$ cat config.mk
export PLATFORM = sky130hd
export DESIGN_NAME = led_matrix_scanner_flat
export DESIGN_NICKNAME = d
export VERILOG_FILES = /design/src/rtl/led_scan_pkg.sv /design/src/rtl/led_matrix_scanner_if.sv /design/src/rtl/led_pwm_slot_timer.sv /design/src/rtl/led_matrix_scanner.sv /design/src/flat_wrapper.sv
export SDC_FILE = /design/constraint.sdc
export NUM_CORES = 1
export LEC_CHECK = 0
export ABC_AREA = 1
export BUFFER_PORTS_ARGS = -buffer_cell sky130_fd_sc_hd__buf_4
export CAP_MARGIN = 20
export CELL_PAD_IN_SITES_DETAIL_PLACEMENT = 2
export CELL_PAD_IN_SITES_GLOBAL_PLACEMENT = 2
export CORE_MARGIN = 3
export CORE_UTILIZATION = 33
export DETAILED_ROUTE_END_ITERATION = 8
export PLACE_DENSITY = 0.87
export REMOVE_ABC_BUFFERS = 1
export SLEW_MARGIN = 0
export SYNTH_ARGS = -nofsm -noshare
export SYNTH_HDL_FRONTEND = slang
export SYNTH_HIERARCHICAL = 1
export SYNTH_SLANG_ARGS = --single-unit
$ cat constraint.sdc
create_clock -name clk -period 3.34 [get_ports clk]
set_clock_uncertainty 0.15 [all_clocks]
set_input_delay 0.668 -clock clk [delete_from_list [all_inputs] [get_ports clk]]
set_output_delay 0.668 -clock clk [all_outputs]
set_load 0.02 [all_outputs]
$ cat src/rtl/led_scan_pkg.sv
// Shared FSM state type, counter-width helper and one-hot row decode for the LED matrix scanner.
package led_scan_pkg;

    typedef enum logic [1:0] {IDLE, LOAD, SCAN, BLANK} scan_state_t;

    localparam int MAX_ROWS = 256;

    // Width of a counter that must hold 0..n-1; never narrower than one bit.
    function automatic int cnt_w(input int n);
        return (n > 1) ? $clog2(n) : 1;
    endfunction

    function automatic logic [MAX_ROWS-1:0] row_onehot(input int unsigned idx);
        return {{(MAX_ROWS-1){1'b0}}, 1'b1} << idx;
    endfunction

endpackage

$ cat src/rtl/led_matrix_scanner_if.sv
// Framebuffer hand-off: producer offers a whole frame with valid, scanner answers with ready.
interface led_matrix_scanner_if #(
    parameter int ROWS = 8,
    parameter int COLS = 8
);
    logic [ROWS*COLS-1:0] frame_i;
    logic                 frame_valid_i;
    logic                 frame_ready_o;

    modport master (output frame_i, output frame_valid_i, input frame_ready_o);
    modport slave  (input frame_i, input frame_valid_i, output frame_ready_o);
endinterface

$ cat src/rtl/led_pwm_slot_timer.sv
// PWM position inside a row: SLOT_CYCLES clocks per slot, 2^BRIGHT_W slots per row.
// Latency: slot_idx is combinational (position of the coming cycle); no backpressure.
module led_pwm_slot_timer
    import led_scan_pkg::*;
#(
    parameter int BRIGHT_W    = 3,
    parameter int SLOT_CYCLES = 128
) (
    input  logic                clk,
    input  logic                rst_n,
    input  logic                advance,
    output logic [BRIGHT_W-1:0] slot_idx,
    output logic                row_end
);

    localparam int CW = cnt_w(SLOT_CYCLES);
    localparam logic [CW-1:0] CYC_LAST = CW'(SLOT_CYCLES - 1);

    logic [CW-1:0]       cyc_q, cyc_d;
    logic [BRIGHT_W-1:0] slot_q, slot_d;

    // Counters sit at zero whenever the row is not scanning, so every row starts at slot 0.
    always_comb begin
        cyc_d   = '0;
        slot_d  = '0;
        row_end = advance && (cyc_q == CYC_LAST) && (slot_q == '1);
        if (advance && !row_end) begin
            if (cyc_q == CYC_LAST) begin
                slot_d = slot_q + 1'b1;
            end else begin
                cyc_d  = cyc_q + 1'b1;
                slot_d = slot_q;
            end
        end
    end

    assign slot_idx = slot_d;

    always_ff @(posedge clk) begin
        if (!rst_n) begin
            cyc_q  <= '0;
            slot_q <= '0;
        end else begin
            cyc_q  <= cyc_d;
            slot_q <= slot_d;
        end
    end

endmodule

$ cat src/rtl/led_matrix_scanner.sv
// Row-scanning LED matrix driver with double-buffered frames, PWM brightness, blanking; LED_SCAN_ACTIVE_LOW_EN inverts row/col.
// Latency: outputs registered, frame swaps at the LOAD after frame_done_o; backpressure: ready low while shadow is full.
module led_matrix_scanner
    import led_scan_pkg::*;
#(
    parameter int ROWS         = 8,
    parameter int COLS         = 8,
    parameter int BRIGHT_W     = 3,
    parameter int SLOT_CYCLES  = 128,
    parameter int BLANK_CYCLES = 2
) (
    input  logic                     clk,
    input  logic                     rst_n,
    input  logic                     enable_i,
    led_matrix_scanner_if.slave      fb,
    input  logic [BRIGHT_W-1:0]      brightness_i,
    output logic [ROWS-1:0]          row_o,
    output logic [COLS-1:0]          col_o,
    output logic [$clog2(ROWS)-1:0]  row_idx_o,
    output logic                     frame_done_o
);

    localparam int RW = $clog2(ROWS);
    localparam int BW = cnt_w(BLANK_CYCLES);
    localparam logic [RW-1:0] ROW_LAST   = RW'(ROWS - 1);
    localparam logic [BW-1:0] BLANK_LAST = BW'(BLANK_CYCLES - 1);

`ifdef LED_SCAN_ACTIVE_LOW_EN
    localparam logic OFF_LVL = 1'b1;
`else
    localparam logic OFF_LVL = 1'b0;
`endif

    scan_state_t          state_q, state_d;
    logic [RW-1:0]        row_q, row_d;
    logic [BRIGHT_W-1:0]  bright_q, bright_d;
    logic [BW-1:0]        blank_q, blank_d;
    logic [ROWS*COLS-1:0] active_q, active_d, shadow_q;
    logic                 shadow_full_q;
    logic                 accept, load_swap, scanning, row_end, lit, done_nxt;
    logic [BRIGHT_W-1:0]  slot_idx;
    logic [ROWS-1:0]      row_nxt;
    logic [COLS-1:0]      col_nxt;

    assign fb.frame_ready_o = !shadow_full_q && rst_n;
    assign accept           = fb.frame_valid_i && fb.frame_ready_o;
    assign load_swap        = (state_q == LOAD) && shadow_full_q;
    assign active_d         = load_swap ? shadow_q : active_q;
    assign scanning         = (state_q == SCAN);
    assign row_idx_o        = row_q;

    led_pwm_slot_timer #(
        .BRIGHT_W    (BRIGHT_W),
        .SLOT_CYCLES (SLOT_CYCLES)
    ) u_slot_timer (
        .clk      (clk),
        .rst_n    (rst_n),
        .advance  (scanning),
        .slot_idx (slot_idx),
        .row_end  (row_end)
    );

    always_comb begin
        state_d  = state_q;
        row_d    = row_q;
        bright_d = bright_q;
        blank_d  = '0;
        if (!enable_i) begin
            state_d = IDLE;
            row_d   = '0;
        end else begin
            unique case (state_q)
                IDLE: state_d = LOAD;
                LOAD: begin
                    state_d  = SCAN;
                    row_d    = '0;
                    bright_d = brightness_i;
                end
                SCAN: if (row_end) state_d = BLANK;
                BLANK: begin
                    if (blank_q == BLANK_LAST) begin
                        if (row_q == ROW_LAST) begin
                            state_d = LOAD;
                        end else begin
                            state_d  = SCAN;
                            row_d    = row_q + 1'b1;
                            bright_d = brightness_i;
                        end
                    end else begin
                        blank_d = blank_q + 1'b1;
                    end
                end
                default: state_d = IDLE;
            endcase
        end
    end

    // Outputs are decoded from next-state values so the registered pins line up with the state.
    always_comb begin
        lit      = (state_d == SCAN) && (slot_idx <= bright_d);
        row_nxt  = lit ? ROWS'(row_onehot(32'(row_d))) : '0;
        col_nxt  = lit ? active_d[int'(row_d)*COLS +: COLS] : '0;
        done_nxt = (state_d == BLANK) && (blank_d == BLANK_LAST) && (row_d == ROW_LAST);
    end

    always_ff @(posedge clk) begin
        if (!rst_n) begin
            state_q       <= IDLE;
            row_q         <= '0;
            bright_q      <= '0;
            blank_q       <= '0;
            active_q      <= '0;
            shadow_q      <= '0;
            shadow_full_q <= 1'b0;
            row_o         <= {ROWS{OFF_LVL}};
            col_o         <= {COLS{OFF_LVL}};
            frame_done_o  <= 1'b0;
        end else begin
            state_q  <= state_d;
            row_q    <= row_d;
            bright_q <= bright_d;
            blank_q  <= blank_d;
            active_q <= active_d;
            if (accept) begin
                shadow_q      <= fb.frame_i;
                shadow_full_q <= 1'b1;
            end else if (load_swap) begin
                shadow_full_q <= 1'b0;
            end
            row_o        <= row_nxt ^ {ROWS{OFF_LVL}};
            col_o        <= col_nxt ^ {COLS{OFF_LVL}};
            frame_done_o <= done_nxt;
        end
    end

endmodule

$ cat src/flat_wrapper.sv
// flat-port wrapper written by rule: the top's interface ports become plain ports
module led_matrix_scanner_flat import led_scan_pkg::*;
#(
    parameter int ROWS         = 8,
    parameter int COLS         = 8,
    parameter int BRIGHT_W     = 3,
    parameter int SLOT_CYCLES  = 128,
    parameter int BLANK_CYCLES = 2
)
  (clk, rst_n, enable_i, brightness_i, row_o, col_o, row_idx_o, frame_done_o, fb_frame_i, fb_frame_valid_i, fb_frame_ready_o);
  led_matrix_scanner_if #(.ROWS(ROWS), .COLS(COLS)) fb_i ();
  input  logic clk;
  input  logic rst_n;
  input  logic enable_i;
  input  logic [BRIGHT_W-1:0] brightness_i;
  output logic [ROWS-1:0] row_o;
  output logic [COLS-1:0] col_o;
  output logic [$clog2(ROWS)-1:0] row_idx_o;
  output logic frame_done_o;
  input wire logic [$bits(fb_i.frame_i)-1:0] fb_frame_i;
  input wire logic [$bits(fb_i.frame_valid_i)-1:0] fb_frame_valid_i;
  output wire logic [$bits(fb_i.frame_ready_o)-1:0] fb_frame_ready_o;
  assign fb_i.frame_i = fb_frame_i;
  assign fb_i.frame_valid_i = fb_frame_valid_i;
  assign fb_frame_ready_o = fb_i.frame_ready_o;
  led_matrix_scanner #(.ROWS(ROWS), .COLS(COLS), .BRIGHT_W(BRIGHT_W), .SLOT_CYCLES(SLOT_CYCLES), .BLANK_CYCLES(BLANK_CYCLES)) u_core (.clk(clk), .rst_n(rst_n), .enable_i(enable_i), .fb(fb_i), .brightness_i(brightness_i), .row_o(row_o), .col_o(col_o), .row_idx_o(row_idx_o), .frame_done_o(frame_done_o));
endmodule
==> metrics.txt, run 1 <==
status=finished clean; placed cells=1305; Tot GR Track Use=18.4%; Cell Rows=53; post-DR vias/cell=4.71; Final ANT Viol Nets=0; gpl congestion=0.758; input/output buffers=91; most frequent CP cell=nand2_1; Slowest Stage Delay on Critical Path=0.42 ns; Worst Max-Slew Pin Slew=0.787 ns; Leak=0.00368 µW; # fillers=2472; Critical Path RT=3.56 ns; Starting Density=33.7%; die width=153 µm; max-slew violations=0; Switching Fraction=23.4%; CTS hold repair buffers=0; worst vdd ir=0.343 mV; Net Switching=1020 µW; H-tree depth=4; gate count after technology mapping=983; Worst slew margin=47.5%; clock-pin slew on the worst setup and hold paths=0.07 ns; delay-heaviest family, CP=simple AND/OR/NAND/NOR gates; initial antenna violation count=0; Final period util=93.5%; Setup WS post-layout=0.218 ns; Setup WS pre-CTS=0.367 ns; ant diodes=0; final WL=21000 µm; cell internal pwr=3340 µW; crit path kind=flop to flop; Seq pwr share=47.3%; first-pass GRT wire length=34900 µm; crit path time final=3.12 ns; Clock Power Share=45.4%; pwr/cell area=508 mW/mm²; clock buffer depth=2; synth unique cells=28; syn avg cell area=7.24 µm²; DIE AREA=0.0234 mm²; Max Cap Violations=0; Yosys reg bits=165; TritonRoute pass-1 iters=4; cell chain of the critical path=ha_1 -> nand2_1 -> nand2_1 -> nand2_2 -> inv_1 -> nor2_1 -> inv_1 -> nand2_1 -> nand2_1 -> inv_1 -> ha_1 -> a21oi_1 -> o21ai_0 -> a21oi_2 -> nand2_2 -> nor2_4 -> buf_4 -> nand2_1 -> nand2_1; Starting DRT DRC Count=228; CTS buffer count=17; via count=6312; Crit path arrival time=3.35 ns; Yosys Warn Count=6; Synth area leader=dfxtp_1; final hold vios=0; Crit-path slowest cell=dfxtp_1; CP bufs+invs=4; clk_lat worst skew=0.44 ns; DP HPWL=13500 µm; Die Y=153 µm; Worst Setup End Kind=flop; Seq/Total Area, Yosys=46.4%; Core ar.=0.0211 mm²; top cells by area, synth=dfxtp_1 (46%), nand2_1 (19%), inv_1 (7.2%), o31ai_1 (5.9%), nor2_1 (4.4%); Tot Pwr=4360 µW; worst hold path type=input pin to flop; crit path max fanout=6; clock root buffer=clkbuf_16; CTS sink cnt=165; fmax=320 MHz; # DRC=0; final setup vio count=0; largest net degree at the start of global routing=103; vias in the first global route=6949; area fraction of the dominant cell type after synthesis=46.4%; final net count=1131; # IOs=92; Comb pwr share=7.3%; Non-Filler Instances=1339; Startpoint Class=flop; area delta synth->final=20.5%; worst hold slack=0.280 ns; drt wl/cell=15.7 µm; share of layout cells above drive strength 1=17.6%; post-synthesis cell area=0.00712 mm²; # resized after CTS=0; CTS tree=built; grt ovf=0
layout by cell type (no fill, tap or decap), types with 4 or more instances in the layout:
cell type and n:
inv_1 135, a21oi_1 15, o21ai_0 12, clkbuf_16 17, o21ai_2 32, ha_1 7
nor2_1 84, buf_4 96, nor2_4 5, nand2_1 360, inv_2 6, buf_12 6
clkinv_2 4, nand3_1 8, dfxtp_1 165, o31ai_1 56, o21ai_1 24
path summary, 6_finish.rpt:
kind,startpoint,depth (start not counted),endpoint,slack [ns]
worst max-delay path,u_core/row_idx_o[0],19,u_core/col_o[0],0.22
worst min-delay path,fb_frame_i[7],3,u_core/shadow_q[7],0.28
worst max register to register,u_core/row_idx_o[0],19,u_core/col_o[0],0.22
worst min register to register,u_core/active_q[53],2,u_core/active_q[53],0.33
synth_stat cells, drive strengths merged:
master	n
dfxtp	165
nor2	91
nand2	364
or2	2
buf	35
ha	7
o21ai	68
o31ai	56
nor3	4
a31o	1
a211oi	1
nand4	2
inv	142
nand3	11
a21oi	16
clkbuf	16
xnor2	2
routing by layer:
metal  share of wire [%]  GRT usage (%)
met1                  43           21.3
met2                  53           33.8
met3                 2.8           4.16
met4                 1.7           5.22
met5                   0              0
sequential cells by signal (all words and copies together), names as in the netlist:
name	count
u_core/active_q	64
u_core/shadow_q	64
u_core/col_o	8
u_core/row_o	8
u_core/u_slot_timer/cyc_q	7
u_core/bright_q	3
u_core/row_idx_o	3
u_core/u_slot_timer/slot_q	3
u_core/state_q	2
u_core/blank_q	1
u_core/frame_done_o	1
u_core/shadow_full_q	1
cells by family after synthesis:
family | share of synthesized area [%]
AOI/OAI and AO/OA | 13.8
DFF | 46.4
adders and majority gates | 1.23
and+or+nand+nor | 26.4
xor gates and xnor gates | 0.246
buffers and inverters | 12.0
power groups by stage:
stage / combinational, µW / sequential [µW] / clock, µW
finish: 318 / 2060 / 1980
global route: 362 / 2070 / 2120
CTS: 324 / 2060 / 2040
detailed placement: 317 / 2100 / 0
global placement: 304 / 2100 / 0
floorplan: 185 / 2100 / 0
tightest hold or removal path, delay by kind of cell:
| kind | cells | cell delay (ns) |
|---|---|---|
| AOI/OAI and AO/OA | 1 | 0.05 |
| and+or+nand+nor | 1 | 0.04 |
| buffers and inverters | 1 | 0.08 |
repair_timing:
item                                    in CTS  in global routing
buffers inserted                             0                  4
endpoints found under the hold margin        0                  0
endpoints found under the setup margin       0                 10
through the flow:
stage	TNS, ns	util, %	cell area [µm²]
after floorplan	-376.26	-	6800
after detailed placement	0	37.7	7940
after CTS	0	40.4	8520
final	0	40.7	8570
after global placement	0	37.7	7940
after global routing	-0.128	40.7	8570
cell type report:
cell class / instances / area (µm²) / area share [%]
repair buffers: 102 / 841 / 9.81
clock buffers: 20 / 447 / 5.21
clock inverters: 10 / 133 / 1.55
well taps: 275 / 344 / 4.01
multi-input cells: 625 / 2970 / 34.7
inverters: 142 / 536 / 6.25
flip-flops and latches: 165 / 3300 / 38.5
Power figures use the tool's default switching activity.
==> inputs of run 2 (changes only) <==
Settings changed: BUFFER_PORTS_ARGS -buffer_cell sky130_fd_sc_hd__buf_4 to -buffer_cell sky130_fd_sc_hd__buf_2, GPL_ROUTABILITY_DRIVEN set to 0, REMOVE_ABC_BUFFERS 1 to not set.
==> run 2 against run 1 <==
Worst setup slack better by 0.055 ns. Highest routed layer unchanged. Critical path type unchanged. Fmax is 1.8% higher. First-iteration DRC count is 33% higher. Sequential share of layout area is 1.3 points higher. Non-clock buffer count is 3 lower. Critical path depth is 1 lower. Sequential power hardly changed. Final area is 3.3% lower.
==> metrics.txt, run 2 (synthesis gave the netlist of run 1 again) <==
status=finished clean; drt wl/cell=16.4 µm; worst hold path type=input pin to flop; Cell Rows=53; Switching Fraction=24.1%; Comb pwr share=7.0%; CTS buffer count=17; Setup TNS=0 ns; crit path max fanout=9; Tot GR Track Use=19.1%; DR WL met2=11500 µm; Worst slew margin=54.1%; crit path time final=3.07 ns; CTS tree=built; Area after DPL=0.00772 mm²; worst vdd ir=0.310 mV; clock-pin slew on the worst setup and hold paths=0.07 ns; clock buffer depth=2; Leak=0.00360 µW; clk_lat worst skew=0.43 ns; input/output buffers=91; # fillers=2517; crit path kind=flop to flop; Setup WS pre-CTS=0.511 ns; initial antenna violation count=0; Crit path arrival time=3.28 ns; Worst Setup End Kind=flop; Final ANT Viol Nets=0; post-DR vias/cell=4.73; Starting DRT DRC Count=303; vias in the first global route=6965; DP HPWL=14100 µm; Metal-1 WL=9450 µm; Syn Nets=1061; die width=153 µm; Startpoint Class=flop; Core ar.=0.0211 mm²; Net Switching=1040 µW; Die Y=153 µm; Setup WS post-layout=0.273 ns; TritonRoute pass-1 iters=4; via count=6327; Worst Max-Slew Pin Slew=0.689 ns; FF+latch area=0.00330 mm²; number of post-CTS setup repair buffers=0; final WL=22000 µm; ant diodes=0; cell internal pwr=3270 µW; # resized after CTS=0; Routed met3 length=646 µm; area delta synth->final=16.5%; most frequent cells in the layout=nand2_1 (360), dfxtp_1 (165), inv_1 (135); Critical Path RT=3.56 ns; top flop regs=u_core/active_q: 64 flops, u_core/shadow_q: 64 flops; grt ovf=0; Final period util=91.8%; clock root buffer=clkbuf_16; fmax=326 MHz; commonest non-fill, non-tap cell in the layout=nand2_1; H-tree depth=4; DIE AREA=0.0234 mm²; pwr/cell area=520 mW/mm²; Clock Power Share=45.2%; CTS hold repair buffers=0; Multi-input gate area=0.00297 mm²; final hold vios=0; share of layout cells above drive strength 1=17.3%; CTS sink cnt=165; # IOs=92; Final Cell Area=0.00829 mm²; final net count=1128; Seq pwr share=47.8%; first-pass GRT wire length=35900 µm; Highest Signal Layer=met4; RSZ-0062 raised after global routing=no; max-slew violations=0; # DRC=0; largest net degree at the start of global routing=127; final setup vio count=0; Max Cap Violations=0; Starting Density=33.7%
[run 2: cell count changes in the layout (fill, tap and decap cells not counted)]
cell / previous run / this run
clkbuf_1: 2 / 3
clkinv_4: 0 / 1
clkbuf_8: 1 / 2
buf_2: 0 / 91
bufinv_16: 3 / 2
buf_4: 96 / 4
buf_12: 6 / 4
clkinvlp_4: 3 / 2
[run 2: layer usage]
layer | track usage (%) | vias to the layer above
li1 | - | 3140
met1 | 22.1 | 3072
met2 | 35.0 | 92
met3 | 3.94 | 23
met4 | 6.36 | 0
met5 | 0 | -
[run 2: cell type report]
cell class	instances	share of cell area [%]
Clock buffer	22	5.60
Tap cell	275	4.15
Clock inverter	9	1.25
Multi-Input combinational cell	625	35.9
Timing Repair Buffer	99	6.82
Inverter	142	6.46
Sequential cell	165	39.9
[run 2: through the flow]
stage | total power, µW | utilization (%) | hold slack, ns | instances
floorplan | 2290 | - | 0.268 | 983
global placement | 2380 | 36.6 | 0.283 | 1306
detailed placement | 2400 | 36.6 | 0.302 | 1306
CTS | 4360 | 39.3 | 0.271 | 1337
global route | 4490 | 39.3 | 0.269 | 1337
finish | 4310 | 39.3 | 0.286 | 1337
[run 2: final timing paths]
path | start | to | slack (ns) | cells past startpoint
worst max-delay path | u_core/row_idx_o[0] | u_core/row_o[1] | 0.27 | 18
worst min-delay path | fb_frame_i[29] | u_core/shadow_q[29] | 0.29 | 3
worst max register to register | u_core/row_idx_o[0] | u_core/row_o[1] | 0.27 | 18
worst min register to register | u_core/u_slot_timer/cyc_q[0] | u_core/u_slot_timer/cyc_q[0] | 0.31 | 1
[run 2: power by group through the flow]
stage                     Combinational [µW]  Clock [µW]  Sequential [µW]
after floorplan                          196           0             2100
after CTS                                306        2000             2060
after global placement                   285           0             2100
final                                    300        1950             2060
after global routing                     342        2080             2070
after detailed placement                 297           0             2100
[run 2: critical path, stage by stage, from the launching register on]
cell and delay, ns:
dfxtp_1 0.35, ha_1 0.24, nand2_1 0.13, nand2_1 0.13, nand2_2 0.13, inv_1 0.06
nor2_1 0.13, inv_1 0.09, nand2_1 0.08, nand2_1 0.07, inv_1 0.10, ha_1 0.27
a21oi_1 0.17, o21ai_0 0.15, a21oi_2 0.18, nand2_2 0.12, nor2_4 0.24, inv_2 0.10
nor2_1 0.11
==> inputs of run 3 (changes only) <==
Settings changed: ABC_AREA 1 to 0, CORE_UTILIZATION 33 to 34, GPL_ROUTABILITY_DRIVEN 0 to 1, PLACE_DENSITY 0.87 to 0.85.
==> run 3 against run 2 <==
Worst setup slack worse by 0.024 ns. Non-clock buffer count rose by 5. Synthesized cell count fell by 21%. Combinational power fell by 21%. Final area shrank 3.3%. Largest power group is now the clock network.
==> metrics.txt, run 3 <==
status=finished clean; Die Y=146 µm; WHS Path Cells=3; Net Switching=1030 µW; post-DR vias/cell=5.10; area fraction of the dominant cell type after synthesis=49.6%; CTS sink cnt=165; initial antenna violation count=0; Leak=0.00319 µW; Max Cap Violations=0; Syn Nets=855; pwr/cell area=558 mW/mm²; crit path kind=flop to flop; r2r setup slk=0.25 ns; Final Cell Area=0.00801 mm²; syn avg cell area=8.57 µm²; Switching Fraction=23.1%; # DRC=0; DIE AREA=0.0213 mm²; Crit path arrival time=3.29 ns; worst hold path type=input pin to flop; # IOs=92; fmax=324 MHz; H-tree depth=4; share of layout cells above drive strength 1=19.0%; worst hold slack=0.273 ns; Tot GR Track Use=20.6%; CP Launch Point=u_core/u_slot_timer/slot_q[0]; Comb pwr share=5.3%; worst hold start=fb_frame_i[54]; Critical Path RT=3.54 ns; most frequent CP cell=ha_1; # fillers=2119; Cell Rows=50; Core ar.=0.0190 mm²; Synth area leader=dfxtp_1; top cells by area, synth=dfxtp_1 (50%), nand2_1 (13%), a21boi_0 (5.6%), o21ai_0 (5.5%), mux2i_1 (4.2%); gate count after technology mapping=777; worst r2r dst=u_core/col_o[7]; number of post-CTS setup repair buffers=0; Slowest Stage Delay on Critical Path=0.53 ns; final WL=21600 µm; most frequent cells in the layout=nand2_1 (238), dfxtp_1 (165), buf_2 (90); CTS hold repair buffers=0; synth unique cells=59; Seq/Total Area, Yosys=49.6%; Starting DRT DRC Count=279; Post-synth top cells=nand2_1 (239), dfxtp_1 (165), o21ai_0 (73); commonest non-fill, non-tap cell in the layout=nand2_1; largest net degree at the start of global routing=87; grt ovf=0; Startpoint Class=flop; TritonRoute pass-1 iters=4; Async SR Flop Fraction=0%; Worst Max-Slew Pin Slew=0.804 ns; Starting Density=35.1%; Setup TNS=0 ns; ant diodes=0; vias in the first global route=6366; cell chain of the critical path=ha_1 -> ha_1 -> or4_4 -> a21boi_1 -> inv_1 -> ha_1 -> nand3_1 -> o21ai_1 -> o22a_1 -> nand3_2 -> a211o_1 -> o211ai_1; CTS buffer count=17; CTS tree=built; via count=5722; final hold vios=0; Yosys Warn Count=6; clock-pin slew on the worst setup and hold paths=0.07 ns; clock root buffer=clkbuf_16; Final ANT Viol Nets=0; die width=146 µm; area delta synth->final=20.3%; final setup vio count=0; reg2reg start=u_core/u_slot_timer/slot_q[0]; Crit-path slowest cell=or4_4; input/output buffers=91; Final period util=92.5%; clk_lat worst skew=0.44 ns; gpl congestion=0.783; crit path max fanout=8; final net count=927; DP HPWL=14100 µm; Worst slew margin=46.4%; top-count cell post-synth=nand2_1; worst vdd ir=0.368 mV; top flop regs=u_core/active_q: 64 flops, u_core/shadow_q: 64 flops; Reg2Reg Depth=12; Yosys reg bits=165; first-pass GRT wire length=34900 µm; cell internal pwr=3440 µW; CP bufs+invs=1; clock buffer depth=2; delay-heaviest family, CP=compound AO/OA/AOI/OAI gates; drt wl/cell=19.3 µm; Synth Flop Type=dfxtp_1; Clock Power Share=48.2%; Area after DPL=0.00735 mm²; Worst Setup End Kind=flop; EDFF count, synth=0; max-slew violations=0; crit path time final=3.09 ns; Hold EP=u_core/shadow_q[54]; Seq pwr share=46.5%; post-synthesis cell area=0.00666 mm²
[run 3: logic make-up (layout without fill, tap and decap cells)]
logic type | Yosys count | after routing | share of synthesized area [%]
xor+xnor | 3 | 3 | 0.395
buf+inv | 53 | 137 | 3.46
fa+ha+maj | 7 | 7 | 1.31
mux | 38 | 38 | 6.29
simple gates | 334 | 334 | 21.7
flops | 165 | 165 | 49.6
compound gates | 177 | 177 | 17.2
[run 3: worst max-delay path by stage]
stage | endpoint | slack, ns | cells after the start
5_1_grt | u_core/col_o[3] | -0.01 | 11
4_1_cts | u_core/col_o[6] | 0.009 | 11
3_5_place_dp | u_core/col_o[7] | -0.09 | 11
6_report | u_core/col_o[7] | 0.25 | 12
3_3_place_gp | u_core/col_o[7] | 0.1 | 11
2_1_floorplan | u_core/col_o[0] | 0.15 | 11
[run 3: metrics by stage]
step           power (µW)  utilization, %  std cells  setup WS, ns
4_1_cts              4520            42.2       1121       0.00912
3_3_place_gp         2340            38.8       1090        0.0966
2_1_floorplan        2250               -        777         0.146
3_5_place_dp         2360            38.8       1090       -0.0899
6_report             4470            42.3       1121         0.249
5_1_grt              4650            42.3       1121       -0.0139
[run 3: power groups by stage]
stage	logic, µW	registers [µW]	clock network [µW]
after floorplan	141	2110	0
after global placement	225	2120	0
after detailed placement	234	2120	0
after CTS	239	2080	2200
after global routing	270	2090	2290
final	237	2080	2160
[run 3: final cells by class]
cell class | count | area [µm²] | area share (%)
clock buffers | 20 | 467 | 5.82
clock inverters | 11 | 174 | 2.17
inverters | 2 | 7.51 | 0.0937
multi-input cells | 559 | 3160 | 39.4
flip-flops and latches | 165 | 3300 | 41.2
well taps | 260 | 325 | 4.06
repair buffers | 104 | 581 | 7.24
[run 3: repair_timing]
item,4_1_cts,5_1_grt
resized for setup,2,5
gates cloned,0,0
endpoints found under the setup margin,6,9
[run 3: worst min-delay path, delay by kind of cell]
kind | cells | cell delay [ns]
buffers and inverters | 1 | 0.07
AOI/OAI and AO/OA | 1 | 0.05
and+or+nand+nor | 1 | 0.03
[run 3: metal layers]
| metal | global-route usage [%] | wire [µm] | vias up |
|---|---|---|---|
| met4 | 7.38 | 400 | 0 |
| met5 | 0 | 0 | - |
| li1 | - | - | 2769 |
| met3 | 3.96 | 723 | 25 |
| met2 | 37.1 | 11200 | 98 |
| met1 | 24.4 | 9310 | 2830 |
